===== config.mk =====
export PLATFORM = sky130hd
export DESIGN_NAME = isram_port_arbiter_flat
export DESIGN_NICKNAME = d
export VERILOG_FILES = /design/src/rtl/isram_arb_pkg.sv /design/src/rtl/isram_port_arbiter_if.sv /design/src/rtl/isram_starve_counter.sv /design/src/rtl/isram_port_arbiter.sv /design/src/flat_wrapper.sv
export SDC_FILE = /design/constraint.sdc
export NUM_CORES = 1
export LEC_CHECK = 0
export BUFFER_PORTS_ARGS = -buffer_cell sky130_fd_sc_hd__buf_2
export CAP_MARGIN = 20
export CORE_AREA = 8 8 80 82
export DETAILED_ROUTE_END_ITERATION = 8
export DIE_AREA = 0 0 88 90
export HOLD_SLACK_MARGIN = 0.02
export PLACE_DENSITY = 0.87
export SLEW_MARGIN = 10
export SYNTH_ARGS = -nofsm -noshare
export SYNTH_HDL_FRONTEND = slang
export SYNTH_HIERARCHICAL = 1
export SYNTH_SLANG_ARGS = --single-unit

===== constraint.sdc =====
create_clock -name HCLK -period 4 [get_ports HCLK]
set_input_delay 0.4 -clock HCLK [delete_from_list [all_inputs] [get_ports HCLK]]
set_output_delay 0.4 -clock HCLK [all_outputs]
set_load 0.01 [all_outputs]

===== src/rtl/isram_arb_pkg.sv =====
// ---------------------------------------------------------------------------
// isram_arb_pkg : shared types and constants for the instruction-SRAM arbiter
// Revision: 1.0
// ---------------------------------------------------------------------------
`default_nettype none

package isram_arb_pkg;

  localparam int WAIT_W = 8;

  // Which requester owns the read data returning from the SRAM this cycle
  typedef enum logic [1:0] {
    OWN_NONE   = 2'd0,
    OWN_FETCH  = 2'd1,
    OWN_LOADER = 2'd2
  } owner_e;

endpackage

`default_nettype wire


===== src/rtl/isram_port_arbiter_if.sv =====
// ---------------------------------------------------------------------------
// isram_port_arbiter_if : fetch/loader request ports and SRAM macro pins
// Revision: 1.0
// ---------------------------------------------------------------------------
`default_nettype none

interface isram_port_arbiter_if #(
  parameter int AW = 16
);

  logic            BOOT_HOLD;
  logic            F_REQ;
  logic [AW-3:0]   F_ADDR;
  logic            F_GNT;
  logic            F_RVALID;
  logic [31:0]     F_RDATA;
  logic            L_REQ;
  logic            L_WRITE;
  logic [AW-3:0]   L_ADDR;
  logic [3:0]      L_BE;
  logic [31:0]     L_WDATA;
  logic            L_GNT;
  logic            L_RVALID;
  logic [31:0]     L_RDATA;
  logic [AW-3:0]   SRAMADDR;
  logic [31:0]     SRAMWDATA;
  logic [3:0]      SRAMWEN;
  logic            SRAMCS;
  logic [31:0]     SRAMRDATA;

  modport slave (
    input  BOOT_HOLD, F_REQ, F_ADDR, L_REQ, L_WRITE, L_ADDR, L_BE, L_WDATA, SRAMRDATA,
    output F_GNT, F_RVALID, F_RDATA, L_GNT, L_RVALID, L_RDATA,
           SRAMADDR, SRAMWDATA, SRAMWEN, SRAMCS
  );

  modport master (
    output BOOT_HOLD, F_REQ, F_ADDR, L_REQ, L_WRITE, L_ADDR, L_BE, L_WDATA, SRAMRDATA,
    input  F_GNT, F_RVALID, F_RDATA, L_GNT, L_RVALID, L_RDATA,
           SRAMADDR, SRAMWDATA, SRAMWEN, SRAMCS
  );

endinterface

`default_nettype wire


===== src/rtl/isram_starve_counter.sv =====
// ---------------------------------------------------------------------------
// isram_starve_counter : saturating count of cycles the loader has been blocked
// Revision: 1.0
// ---------------------------------------------------------------------------
`default_nettype none

module isram_starve_counter
  import isram_arb_pkg::*;
#(
  parameter int MAX_WAIT = 8
) (
  input  logic clk,
  input  logic rst,
  input  logic l_req,
  input  logic l_gnt,
  output logic at_max
);

  localparam logic [WAIT_W-1:0] C_MAX = WAIT_W'(MAX_WAIT);

  logic [WAIT_W-1:0] wait_cnt_q;
  logic [WAIT_W-1:0] wait_cnt_d;
  logic              clear;

  assign at_max = (wait_cnt_q == C_MAX);
  assign clear  = !l_req || l_gnt;

  always_comb begin
    wait_cnt_d = wait_cnt_q;
    if (clear) begin
      wait_cnt_d = '0;
    end else if (!at_max) begin
      wait_cnt_d = wait_cnt_q + 1'b1;
    end
  end

  always_ff @(posedge clk) begin
    if (rst) begin
      wait_cnt_q <= '0;
    end else begin
      wait_cnt_q <= wait_cnt_d;
    end
  end

endmodule

`default_nettype wire


===== src/rtl/isram_port_arbiter.sv =====
// ---------------------------------------------------------------------------
// isram_port_arbiter : shares one instruction SRAM between fetch and loader
// Revision: 1.0
// ---------------------------------------------------------------------------
`default_nettype none

module isram_port_arbiter
  import isram_arb_pkg::*;
#(
  parameter int AW       = 16,
  parameter int MAX_WAIT = 8
) (
  input  logic                 HCLK,
  input  logic                 HRESET,
  isram_port_arbiter_if.slave  bus
);

  logic          f_gnt;
  logic          l_gnt;
  logic          at_max;
  logic [AW-3:0] sram_addr;
  logic [31:0]   sram_wdata;
  logic [3:0]    sram_wen;
  logic          sram_cs;
  owner_e        owner_q;
  owner_e        owner_d;

  isram_starve_counter #(
    .MAX_WAIT (MAX_WAIT)
  ) u_starve (
    .clk    (HCLK),
    .rst    (HRESET),
    .l_req  (bus.L_REQ),
    .l_gnt  (l_gnt),
    .at_max (at_max)
  );

  // Fetch has priority unless the loader has been starved for MAX_WAIT cycles
  always_comb begin
    f_gnt = 1'b0;
    l_gnt = 1'b0;
    if (!HRESET) begin
      if (bus.BOOT_HOLD) begin
        l_gnt = bus.L_REQ;
      end else if (bus.F_REQ && bus.L_REQ) begin
        l_gnt = at_max;
        f_gnt = !at_max;
      end else begin
        f_gnt = bus.F_REQ;
        l_gnt = bus.L_REQ;
      end
    end
  end

  always_comb begin
    sram_addr  = '0;
    sram_wdata = '0;
    sram_wen   = 4'b0000;
    sram_cs    = 1'b0;
    if (f_gnt) begin
      sram_addr = bus.F_ADDR;
      sram_cs   = 1'b1;
    end else if (l_gnt) begin
      sram_addr  = bus.L_ADDR;
      sram_wdata = bus.L_WDATA;
      sram_wen   = bus.L_WRITE ? bus.L_BE : 4'b0000;
      sram_cs    = 1'b1;
    end
  end

  always_comb begin
    owner_d = OWN_NONE;
    if (f_gnt) begin
      owner_d = OWN_FETCH;
    end else if (l_gnt && !bus.L_WRITE) begin
      owner_d = OWN_LOADER;
    end
  end

  always_ff @(posedge HCLK) begin
    if (HRESET) begin
      owner_q <= OWN_NONE;
    end else begin
      owner_q <= owner_d;
    end
  end

  assign bus.F_GNT     = f_gnt;
  assign bus.L_GNT     = l_gnt;
  assign bus.SRAMADDR  = sram_addr;
  assign bus.SRAMWDATA = sram_wdata;
  assign bus.SRAMWEN   = sram_wen;
  assign bus.SRAMCS    = sram_cs;

  assign bus.F_RVALID  = (owner_q == OWN_FETCH);
  assign bus.L_RVALID  = (owner_q == OWN_LOADER);
  assign bus.F_RDATA   = (owner_q == OWN_FETCH)  ? bus.SRAMRDATA : 32'h0;
  assign bus.L_RDATA   = (owner_q == OWN_LOADER) ? bus.SRAMRDATA : 32'h0;

endmodule

`default_nettype wire


===== src/flat_wrapper.sv =====
// flat-port wrapper written by rule: the top's interface ports become plain ports
module isram_port_arbiter_flat import isram_arb_pkg::*;
#(
  parameter int AW       = 16,
  parameter int MAX_WAIT = 8
)
  (HCLK, HRESET, bus_BOOT_HOLD, bus_F_REQ, bus_F_ADDR, bus_L_REQ, bus_L_WRITE, bus_L_ADDR, bus_L_BE, bus_L_WDATA, bus_SRAMRDATA, bus_F_GNT, bus_F_RVALID, bus_F_RDATA, bus_L_GNT, bus_L_RVALID, bus_L_RDATA, bus_SRAMADDR, bus_SRAMWDATA, bus_SRAMWEN, bus_SRAMCS);
  isram_port_arbiter_if #(.AW(AW)) bus_i ();
  input  logic HCLK;
  input  logic HRESET;
  input wire logic [$bits(bus_i.BOOT_HOLD)-1:0] bus_BOOT_HOLD;
  input wire logic [$bits(bus_i.F_REQ)-1:0] bus_F_REQ;
  input wire logic [$bits(bus_i.F_ADDR)-1:0] bus_F_ADDR;
  input wire logic [$bits(bus_i.L_REQ)-1:0] bus_L_REQ;
  input wire logic [$bits(bus_i.L_WRITE)-1:0] bus_L_WRITE;
  input wire logic [$bits(bus_i.L_ADDR)-1:0] bus_L_ADDR;
  input wire logic [$bits(bus_i.L_BE)-1:0] bus_L_BE;
  input wire logic [$bits(bus_i.L_WDATA)-1:0] bus_L_WDATA;
  input wire logic [$bits(bus_i.SRAMRDATA)-1:0] bus_SRAMRDATA;
  output wire logic [$bits(bus_i.F_GNT)-1:0] bus_F_GNT;
  output wire logic [$bits(bus_i.F_RVALID)-1:0] bus_F_RVALID;
  output wire logic [$bits(bus_i.F_RDATA)-1:0] bus_F_RDATA;
  output wire logic [$bits(bus_i.L_GNT)-1:0] bus_L_GNT;
  output wire logic [$bits(bus_i.L_RVALID)-1:0] bus_L_RVALID;
  output wire logic [$bits(bus_i.L_RDATA)-1:0] bus_L_RDATA;
  output wire logic [$bits(bus_i.SRAMADDR)-1:0] bus_SRAMADDR;
  output wire logic [$bits(bus_i.SRAMWDATA)-1:0] bus_SRAMWDATA;
  output wire logic [$bits(bus_i.SRAMWEN)-1:0] bus_SRAMWEN;
  output wire logic [$bits(bus_i.SRAMCS)-1:0] bus_SRAMCS;
  assign bus_i.BOOT_HOLD = bus_BOOT_HOLD;
  assign bus_i.F_REQ = bus_F_REQ;
  assign bus_i.F_ADDR = bus_F_ADDR;
  assign bus_i.L_REQ = bus_L_REQ;
  assign bus_i.L_WRITE = bus_L_WRITE;
  assign bus_i.L_ADDR = bus_L_ADDR;
  assign bus_i.L_BE = bus_L_BE;
  assign bus_i.L_WDATA = bus_L_WDATA;
  assign bus_i.SRAMRDATA = bus_SRAMRDATA;
  assign bus_F_GNT = bus_i.F_GNT;
  assign bus_F_RVALID = bus_i.F_RVALID;
  assign bus_F_RDATA = bus_i.F_RDATA;
  assign bus_L_GNT = bus_i.L_GNT;
  assign bus_L_RVALID = bus_i.L_RVALID;
  assign bus_L_RDATA = bus_i.L_RDATA;
  assign bus_SRAMADDR = bus_i.SRAMADDR;
  assign bus_SRAMWDATA = bus_i.SRAMWDATA;
  assign bus_SRAMWEN = bus_i.SRAMWEN;
  assign bus_SRAMCS = bus_i.SRAMCS;
  isram_port_arbiter #(.AW(AW), .MAX_WAIT(MAX_WAIT)) u_core (.HCLK(HCLK), .HRESET(HRESET), .bus(bus_i));
endmodule

==> results.cfg, run 1 <==
[outcome]
status = completed

[placed_design]
dp.cells = 466
io_buffers = 220
globalplace.congestion = 0.899
hpwl_um = 6570
placed_cell_area_mm2 = 0.00251

[die]
die_y_um = 90
initial_core_util_pct = 26.5
ios = 221
fp-row-count = 27
die_area_mm2 = 0.00792
core_mm2 = 0.00524
die_w_um = 88

[clocking]
numCtsBuffers = 3
cts_hold_buf = 0
root_buffer = clkbuf_8
cts_resized = 0
cts.path.max_buffers = 2
clk_latency_ns = 0.23
cts_tree = built
cts_max_level = 1
clock-sinks = 10
post_cts_buffers = 0
clk_pin_slew_ns = 0.05

[pwr]
powerDensity_mw_per_mm2 = 149
power.leakage_nw = 1.62
peakVddDrop_v = 0.000119

[run]
maxCapViolCount = 0

[final_layout]
postLayoutCoreUtil_pct = 48.6
diodes = 0
fin_area_mm2 = 0.00255
nFillCells = 488
syn2layout_area_growth_pct = 83.8
final_nets = 503
layout-drive-gt1-share_pct = 61.7
final_cells = 469

[yosys]
synth.area.top_cells = and2_1 (43%), dfxtp_1 (14%), a22o_2 (10%)
netlist_instances = 186
syn_avg_cell_area_um2 = 7.45
synth_cell_types = 33
synth_common_cells = and2_1 (96), a22o_2 (14), dfxtp_1 (10), clkbuf_1 (7)
synth.most_common_cell = and2_1
synth_top_cell_area_share_pct = 43.3
synth-async-reset-ratio_pct = 0
syn_area_mm2 = 0.00139
syn_nets = 290
synth-seq-cells = 10
yosys.area.top_type = and2_1
seq_area_frac_synth_pct = 14.4
synth_top_flop_cell = dfxtp_1
ys_warn_count = 6
synth-edff-count = 0

[worst_setup_path]
required_ns = 3.60
timing.rr.end = u_core/u_starve/wait_cnt_q[6]
critPathCapture = bus_SRAMWEN[0]
cp-start-kind = flop
cp_slowest_cell = o211a_4
startpoint = u_core/u_starve/wait_cnt_q[0]
crit_arrival_ns = 2.56
ff2ff_path_depth = 8
cp_max_fo = 54
end_kind = primary output
max_stage_delay_ns = 0.51
r2r_start = u_core/u_starve/wait_cnt_q[0]
r2r_slack_ns = 1.38
crit_type = reg2out
crit_chain = inv_1, ha_1, or4b_4, nor2_1, o211a_4, and3_1, buf_2

[sta]
relSlewSlack_pct = 58.4
fin_crit_sh_pct = 74.0
fin_tns_setup_ns = 0
whs_ns = 0.416
finalSetupViolCount = 0
period_minus_slack_ns = 2.96
finClkSkew_ns = 0.00607
tightestPinTransition_ns = 0.622
rsz0062_at_grt = no
fmax_mhz = 338
drv_slew = 0
final_hold_viol_count = 0

[detailed_routing]
drtIter0Drc = 59
via_per_inst = 4.46
drc = 0
firstDrtPassIters = 4
drtAntennaViolNets = 0
drt-wirelength-per-cell_um = 15.8
detailroute.via_count = 2090
wirelength_um = 7400

[min_path]
hold-path-cell-count = 2
worstHoldPathType = in2reg

[global_route]
grt_pass1_vias = 2120
grt_use_total_pct = 17.2
grt_max_degree = 55
grt_first_pass_wirelength_um = 10900
overflow = 0
grt_antenna_before_repair = 0
[routing by layer]
layer  wire length (um)  vias up  track usage (%)  share of wire [%]
met5                  0        -                0                  0
met4                177        0             7.75                2.4
met3               1020       14             6.01                 14
met2               3700      152             31.8                 50
met1               2510      891             16.1                 34
li1                   -     1033                -                  -
[cells by family (layout without fill, tap and decap cells)]
group | count (synthesis) | after routing | synth area share, %
and+or+nand+nor | 126 | 126 | 57.4
AOI/OAI and AO/OA | 27 | 27 | 17.1
buffers and inverters | 18 | 229 | 7.31
DFF | 10 | 10 | 14.4
xor gates and xnor gates | 3 | 3 | 1.90
adders and majority gates | 2 | 2 | 1.80
[power by group]
| group | internal, mW | switching [mW] |
|---|---|---|
| Combinational | 0.0892 | 0.0835 |
| Clock | 0.0657 | 0.0370 |
| Sequential | 0.102 | 0.00190 |
| Total | 0.257 | 0.122 |
[critical path, delay by kind of cell (launching register included)]
family          cells  cell delay, ns
buf+inv             2            0.25
simple gates        3            1.03
flops               1            0.37
compound gates      1            0.51
fa+ha+maj           1            0.17
[layout make-up]
type | count | area, um^2 | area share (%)
timing repair buffer | 222 | 1120 | 43.8
clock buffer | 3 | 41.3 | 1.62
tap | 72 | 90.1 | 3.54
multi-input combinational | 158 | 1080 | 42.6
inverter | 4 | 15.0 | 0.589
sequential | 10 | 200 | 7.86
[layout by cell type (no fill, tap or decap), types with 2 or more instances in the layout]
master    instances
dfxtp_1          10
a22o_2           14
a21oi_1           5
xor2_1            2
buf_4             2
and3_1            4
nand3_1           5
ha_1              2
nor2b_1           3
or3_1             3
o21ai_0           3
and2_1           96
nor2_1            4
buf_2           220
clkbuf_8          3
inv_1             4
[worst min path at each step]
stage / from / to / slack [ns]
3_3_place_gp: u_core/u_starve/wait_cnt_q[7] / u_core/u_starve/wait_cnt_q[7] / 0.49
4_1_cts: HRESET / u_core/owner_q[0] / 0.41
2_1_floorplan: u_core/u_starve/wait_cnt_q[7] / u_core/u_starve/wait_cnt_q[7] / 0.47
3_5_place_dp: u_core/u_starve/wait_cnt_q[7] / u_core/u_starve/wait_cnt_q[7] / 0.50
6_report: HRESET / u_core/owner_q[0] / 0.42
5_1_grt: HRESET / u_core/owner_q[0] / 0.43
[state kept, by name (all words and copies together), names as in the netlist]
signal,cells
u_core/u_starve/wait_cnt_q,8
u_core/owner_q,2
[metrics by stage]
| step | total power, mW | worst slack (ns) |
|---|---|---|
| after global routing | 0.401 | 0.887 |
| after CTS | 0.383 | 1.05 |
| after floorplan | 0.182 | 1.66 |
| after global placement | 0.276 | 1.44 |
| final | 0.379 | 1.04 |
| after detailed placement | 0.279 | 1.31 |
Power figures use the tool's default switching activity.
==> inputs of run 2 (changes only) <==
- ABC_AREA: default -> 1
- CORE_AREA: 8 8 80 82 -> default
- CORE_MARGIN: default -> 8
- CORE_UTILIZATION: default -> 31
- DIE_AREA: 0 0 88 90 -> default
- PLACE_DENSITY: 0.87 -> 0.92
- clock period: 4 -> 2.9 ns (I/O delays scaled with it)
==> results.cfg, run 2 <==
[clocking]
cts.path.max_buffers = 2
numCtsBuffers = 3
cts_max_level = 1
cts_hold_buf = 0
post_cts_buffers = 0
cts_tree = built
cts_resized = 0
root_buffer = clkbuf_8
clock-sinks = 10
clk_pin_slew_ns = 0.05
clk_latency_ns = 0.23

[pwr]
p_sw_uw = 193
seqPwrFrac_pct = 26.6
powerDensity_mw_per_mm2 = 201
swShare_pct = 36.1
internal_power_uw = 342
power.leakage_nw = 1.96
clkPwrFrac_pct = 25.5
pwr-share-comb_pct = 47.9
peakVddDrop_v = 0.000148
power_uw = 534

[yosys]
synth-edff-count = 0
syn_avg_cell_area_um2 = 4.99
synth_cell_types = 23
yosys.area.top_type = nor2_1
synth_common_cells = nor2_1 (105), inv_1 (81), nand2_1 (34), nand3_1 (18), nand4_1 (14)
netlist_instances = 308
synth-seq-cells = 10
syn_area_mm2 = 0.00154
ys_warn_count = 6
seq_area_frac_synth_pct = 13.0
synth.area.top_cells = nor2_1 (26%), inv_1 (20%), dfxtp_1 (13%)
synth_top_cell_area_share_pct = 25.7
synth_top_flop_cell = dfxtp_1
syn_nets = 412
synth.most_common_cell = nor2_1
synth-async-reset-ratio_pct = 0

[detailed_routing]
via_per_inst = 4.38
detailroute.via_count = 2554
wirelength_um = 7670
firstDrtPassIters = 4
drc = 0
drtIter0Drc = 48
drt-wirelength-per-cell_um = 13.2
drtAntennaViolNets = 0

[sta]
finClkSkew_ns = 0.00438
period_minus_slack_ns = 2.66
tightestPinTransition_ns = 1.00
rsz0062_at_grt = no
fmax_mhz = 377
drv_slew = 0
final_hold_viol_count = 0
relSlewSlack_pct = 32.9
fin_crit_sh_pct = 91.6
fin_tns_setup_ns = 0
finalSetupViolCount = 0

[die]
die_area_mm2 = 0.00746
die_w_um = 86.4
core_mm2 = 0.00475
fp-row-count = 25
die_y_um = 86.4
ios = 221
initial_core_util_pct = 32.3

[final_layout]
layout_commonest_cell = buf_2
nFillCells = 456
final_cells = 583
syn2layout_area_growth_pct = 72.7
final_nets = 622
layout-drive-gt1-share_pct = 46.7
reg_top3 = u_core/u_starve/wait_cnt_q: 8 flops, u_core/owner_q: 2 flops
final_cell_mix = buf_2 (220), nor2_1 (105), inv_1 (81)
diodes = 0
fin_area_mm2 = 0.00265
largest_register = u_core/u_starve/wait_cnt_q
postLayoutCoreUtil_pct = 55.8
largest_reg_flops = 8

[min_path]
hold-path-cell-count = 2
worstHoldPathType = in2reg
hold_path_end = u_core/owner_q[1]
min_from = bus_L_WRITE

[placed_design]
hpwl_um = 6830
dp.cells = 580
globalplace.congestion = 0.905
io_buffers = 220
placed_cell_area_mm2 = 0.00261

[worst_setup_path]
crit_type = reg2out
end_kind = primary output
cp-start-kind = flop
ff2ff_path_depth = 11
r2r_start = u_core/u_starve/wait_cnt_q[0]
required_ns = 2.61
crit_arrival_ns = 2.37
r2r_slack_ns = 0.52
cp_max_fo = 23
timing.rr.end = u_core/u_starve/wait_cnt_q[2]

[global_route]
grt_use_total_pct = 18.3
grt_first_pass_wirelength_um = 11400
overflow = 0
grt_antenna_before_repair = 0
grt_max_degree = 34
grt_pass1_vias = 2601

[outcome]
status = completed

[run]
maxCapViolCount = 0
run 2: cell types whose count changed in the layout (fill, tap and decap cells not counted), sizes merged, moves of 2 or more:
cell | before | now
and2 | 96 | 0
and3 | 4 | 0
nand3 | 5 | 20
or3b | 2 | 0
nand2 | 1 | 35
nand4 | 1 | 14
inv | 4 | 81
a22o | 14 | 0
nor2b | 3 | 0
a211oi | 2 | 0
or3 | 3 | 0
nor2 | 4 | 117
run 2: kinds of logic (layout without fill, tap and decap cells):
| logic type | Yosys count | count (layout) | synth area share, % |
|---|---|---|---|
| adder cells (fa/ha/maj) | 2 | 2 | 1.63 |
| XOR/XNOR | 2 | 2 | 1.14 |
| flip-flops | 10 | 10 | 13.0 |
| AO/OA/AOI/OAI | 7 | 7 | 2.28 |
| buffers and inverters | 97 | 305 | 27.4 |
| AND/OR/NAND/NOR | 190 | 190 | 54.6 |
run 2: power groups by stage:
| stage | registers [mW] | clock network (mW) | logic (mW) |
|---|---|---|---|
| detailed placement | 0.144 | 0 | 0.257 |
| CTS | 0.142 | 0.140 | 0.258 |
| finish | 0.142 | 0.136 | 0.256 |
| floorplan | 0.144 | 0 | 0.128 |
| global route | 0.142 | 0.145 | 0.284 |
| global placement | 0.144 | 0 | 0.251 |
run 2: worst max-delay path, cell delays in order (launching register included):
cell and delay [ns]:
dfxtp_1 0.32, inv_1 0.12, ha_1 0.16, nand3_1 0.13, nor2_4 0.22, inv_1 0.07
nand3_2 0.22, nand2_2 0.31, buf_4 0.31, nor2_1 0.12, buf_2 0.15
run 2: how the worst max path moves through the flow:
| stage | to | depth (start not counted) | slack, ns | startpoint |
|---|---|---|---|---|
| after floorplan | u_core/u_starve/wait_cnt_q[2] | 13 | 0.95 | u_core/u_starve/wait_cnt_q[0] |
| after global placement | bus_SRAMWDATA[7] | 10 | 0.63 | u_core/u_starve/wait_cnt_q[0] |
| after detailed placement | bus_SRAMWDATA[9] | 10 | 0.51 | u_core/u_starve/wait_cnt_q[0] |
| after CTS | bus_SRAMWDATA[9] | 10 | 0.23 | u_core/u_starve/wait_cnt_q[0] |
| after global routing | bus_SRAMWDATA[5] | 10 | 0.07 | u_core/u_starve/wait_cnt_q[0] |
| final | bus_SRAMWDATA[9] | 10 | 0.24 | u_core/u_starve/wait_cnt_q[0] |
run 2: metrics by stage:
stage          hold slack (ns)  setup slack (ns)
2_1_floorplan            0.362             0.949
3_3_place_gp             0.468             0.630
3_5_place_dp             0.482             0.506
4_1_cts                  0.274             0.231
5_1_grt                  0.288            0.0685
6_report                 0.278             0.245
run 2: metal layers:
metal / track usage, % / share of wire, % / vias to the layer above
met2: 38.0 / 52 / 149
met1: 15.2 / 35 / 1093
met3: 6.90 / 12 / 8
met4: 5.16 / 0.99 / 0
met5: 0 / 0 / -
li1: - / - / 1304
run 2: final cells by class:
type | count | area, um^2 | share of cell area [%]
tap | 67 | 83.8 | 3.16
multi-input combinational | 201 | 916 | 34.5
timing repair buffer | 221 | 1110 | 41.8
inverter | 81 | 304 | 11.5
clock buffer | 3 | 41.3 | 1.56
sequential | 10 | 200 | 7.54
==> inputs of run 3 (changes only) <==
- ABC_AREA: 1 -> default
- CORE_UTILIZATION: 31 -> 29
- PLACE_DENSITY: 0.92 -> 0.91
==> results.cfg, run 3 (synthesized netlist as in run 1, its figures left out) <==
[outcome]
status = completed

[placed_design]
globalplace.congestion = 0.905
io_buffers = 220
dp.cells = 448
dp_worst_setup_slack_ns = 0.345
hpwl_um = 6840
placed_cell_area_mm2 = 0.00248

[global_route]
grt_first_pass_wirelength_um = 11200
grt_pass1_vias = 2154
grt_max_degree = 55
overflow = 0
grt_use_total_pct = 19.2
grt_antenna_before_repair = 1

[clocking]
clk_pin_slew_ns = 0.05
post_cts_buffers = 0
root_buffer = clkbuf_8
clock-sinks = 10
numCtsBuffers = 3
cts_max_level = 1
cts_tree = built
cts.path.max_buffers = 2
clk_latency_ns = 0.23

[sta]
whs_ns = 0.303
relSlewSlack_pct = 57.9
fmax_mhz = 363
period_minus_slack_ns = 2.75
fin_crit_sh_pct = 95.0
tightestPinTransition_ns = 0.629
fin_ws_ns = 0.145
final_hold_viol_count = 0
drv_slew = 0
finalSetupViolCount = 0
rsz0062_at_grt = no
finClkSkew_ns = 0.00460
fin_tns_setup_ns = 0

[detailed_routing]
firstDrtPassIters = 4
via_per_inst = 4.71
drc = 0
drtIter0Drc = 54
drt-wirelength-per-cell_um = 17.3
detailroute.via_count = 2133
drtAntennaViolNets = 0
wirelength_um = 7850

[final_layout]
syn2layout_area_growth_pct = 83.6
final_cell_mix = buf_2 (220), and2_1 (96), a22o_2 (14)
largest_register = u_core/u_starve/wait_cnt_q
layout_commonest_cell = buf_2
postLayoutCoreUtil_pct = 54.6
fin_area_mm2 = 0.00254
final_cells = 453
final_nets = 504
largest_reg_flops = 8
layout-drive-gt1-share_pct = 61.8
reg_top3 = u_core/u_starve/wait_cnt_q: 8 flops, u_core/owner_q: 2 flops

[pwr]
power.leakage_nw = 1.62
seqPwrFrac_pct = 27.2
internal_power_uw = 355
p_sw_uw = 169
power_uw = 525
pwr-share-comb_pct = 46.1
swShare_pct = 32.3
clkPwrFrac_pct = 26.7
peakVddDrop_v = 0.000130
powerDensity_mw_per_mm2 = 206

[worst_setup_path]
cp_max_fo = 27
ff2ff_path_depth = 8
crit_arrival_ns = 2.46
crit_chain = inv_1, ha_1, or4b_4, nor2_1, o211a_4, a22o_2, buf_2
timing.rr.end = u_core/u_starve/wait_cnt_q[2]
r2r_start = u_core/u_starve/wait_cnt_q[0]
cp_slowest_cell = or4b_4
end_kind = primary output
max_stage_delay_ns = 0.49
cp-start-kind = flop
required_ns = 2.61
r2r_slack_ns = 0.42
crit_type = reg2out

[die]
ios = 221
initial_core_util_pct = 29.7
die_w_um = 85.1
core_mm2 = 0.00466
die_y_um = 85.1
die_area_mm2 = 0.00725
fp-row-count = 25

[min_path]
worstHoldPathType = in2reg
hold-path-cell-count = 2
hold_path_end = u_core/owner_q[1]
min_from = bus_L_WRITE

[run]
maxCapViolCount = 0
[run 3: cell type report]
type                       instances  area (um^2)
antenna                            1         2.50
clock buffer                       3         41.3
fill                             423         2120
inverter                           4         15.0
multi-input combinational        159         1100
sequential                        10          200
tap                               54         67.6
timing repair buffer             222         1120
[run 3: how the worst max path moves through the flow]
stage                                             start                       endpoint  slack [ns]  cells after the start
after floorplan           u_core/u_starve/wait_cnt_q[0]  u_core/u_starve/wait_cnt_q[6]        0.58                     10
after global placement    u_core/u_starve/wait_cnt_q[0]                 bus_SRAMWEN[2]        0.45                      7
after detailed placement  u_core/u_starve/wait_cnt_q[0]                bus_SRAMADDR[1]        0.34                      7
after CTS                 u_core/u_starve/wait_cnt_q[0]                bus_SRAMADDR[1]        0.09                      7
after global routing      u_core/u_starve/wait_cnt_q[0]              bus_SRAMWDATA[11]        0.04                      7
final                     u_core/u_starve/wait_cnt_q[0]                bus_SRAMADDR[7]        0.15                      7
[run 3: power by group through the flow]
stage,clock [mW],combinational [mW],sequential [mW]
2_1_floorplan,0,0.107,0.145
3_3_place_gp,0,0.234,0.145
3_5_place_dp,0,0.240,0.145
4_1_cts,0.143,0.241,0.143
5_1_grt,0.147,0.262,0.143
6_report,0.140,0.242,0.143
[run 3: critical path: cells and delay by family, from the launching register on]
| kind | cells | cell delay, ns |
|---|---|---|
| AOI/OAI and AO/OA | 2 | 0.58 |
| adders and majority gates | 1 | 0.18 |
| buffers and inverters | 2 | 0.23 |
| DFF | 1 | 0.36 |
| and+or+nand+nor | 2 | 0.88 |
[run 3: metal layers]
layer,global-route usage (%),share of wire (%),vias up,wire length [um]
met5,0,0,-,0
met4,11.2,4.4,0,344
met3,6.76,12,24,931
met2,36.0,50,176,3900
met1,17.4,34,890,2670
li1,-,-,1043,-
[run 3: timing repair]
item                       CTS  global route
setup endpoints to repair    0            51
resized for setup            0             1
hold buffers                 0             0
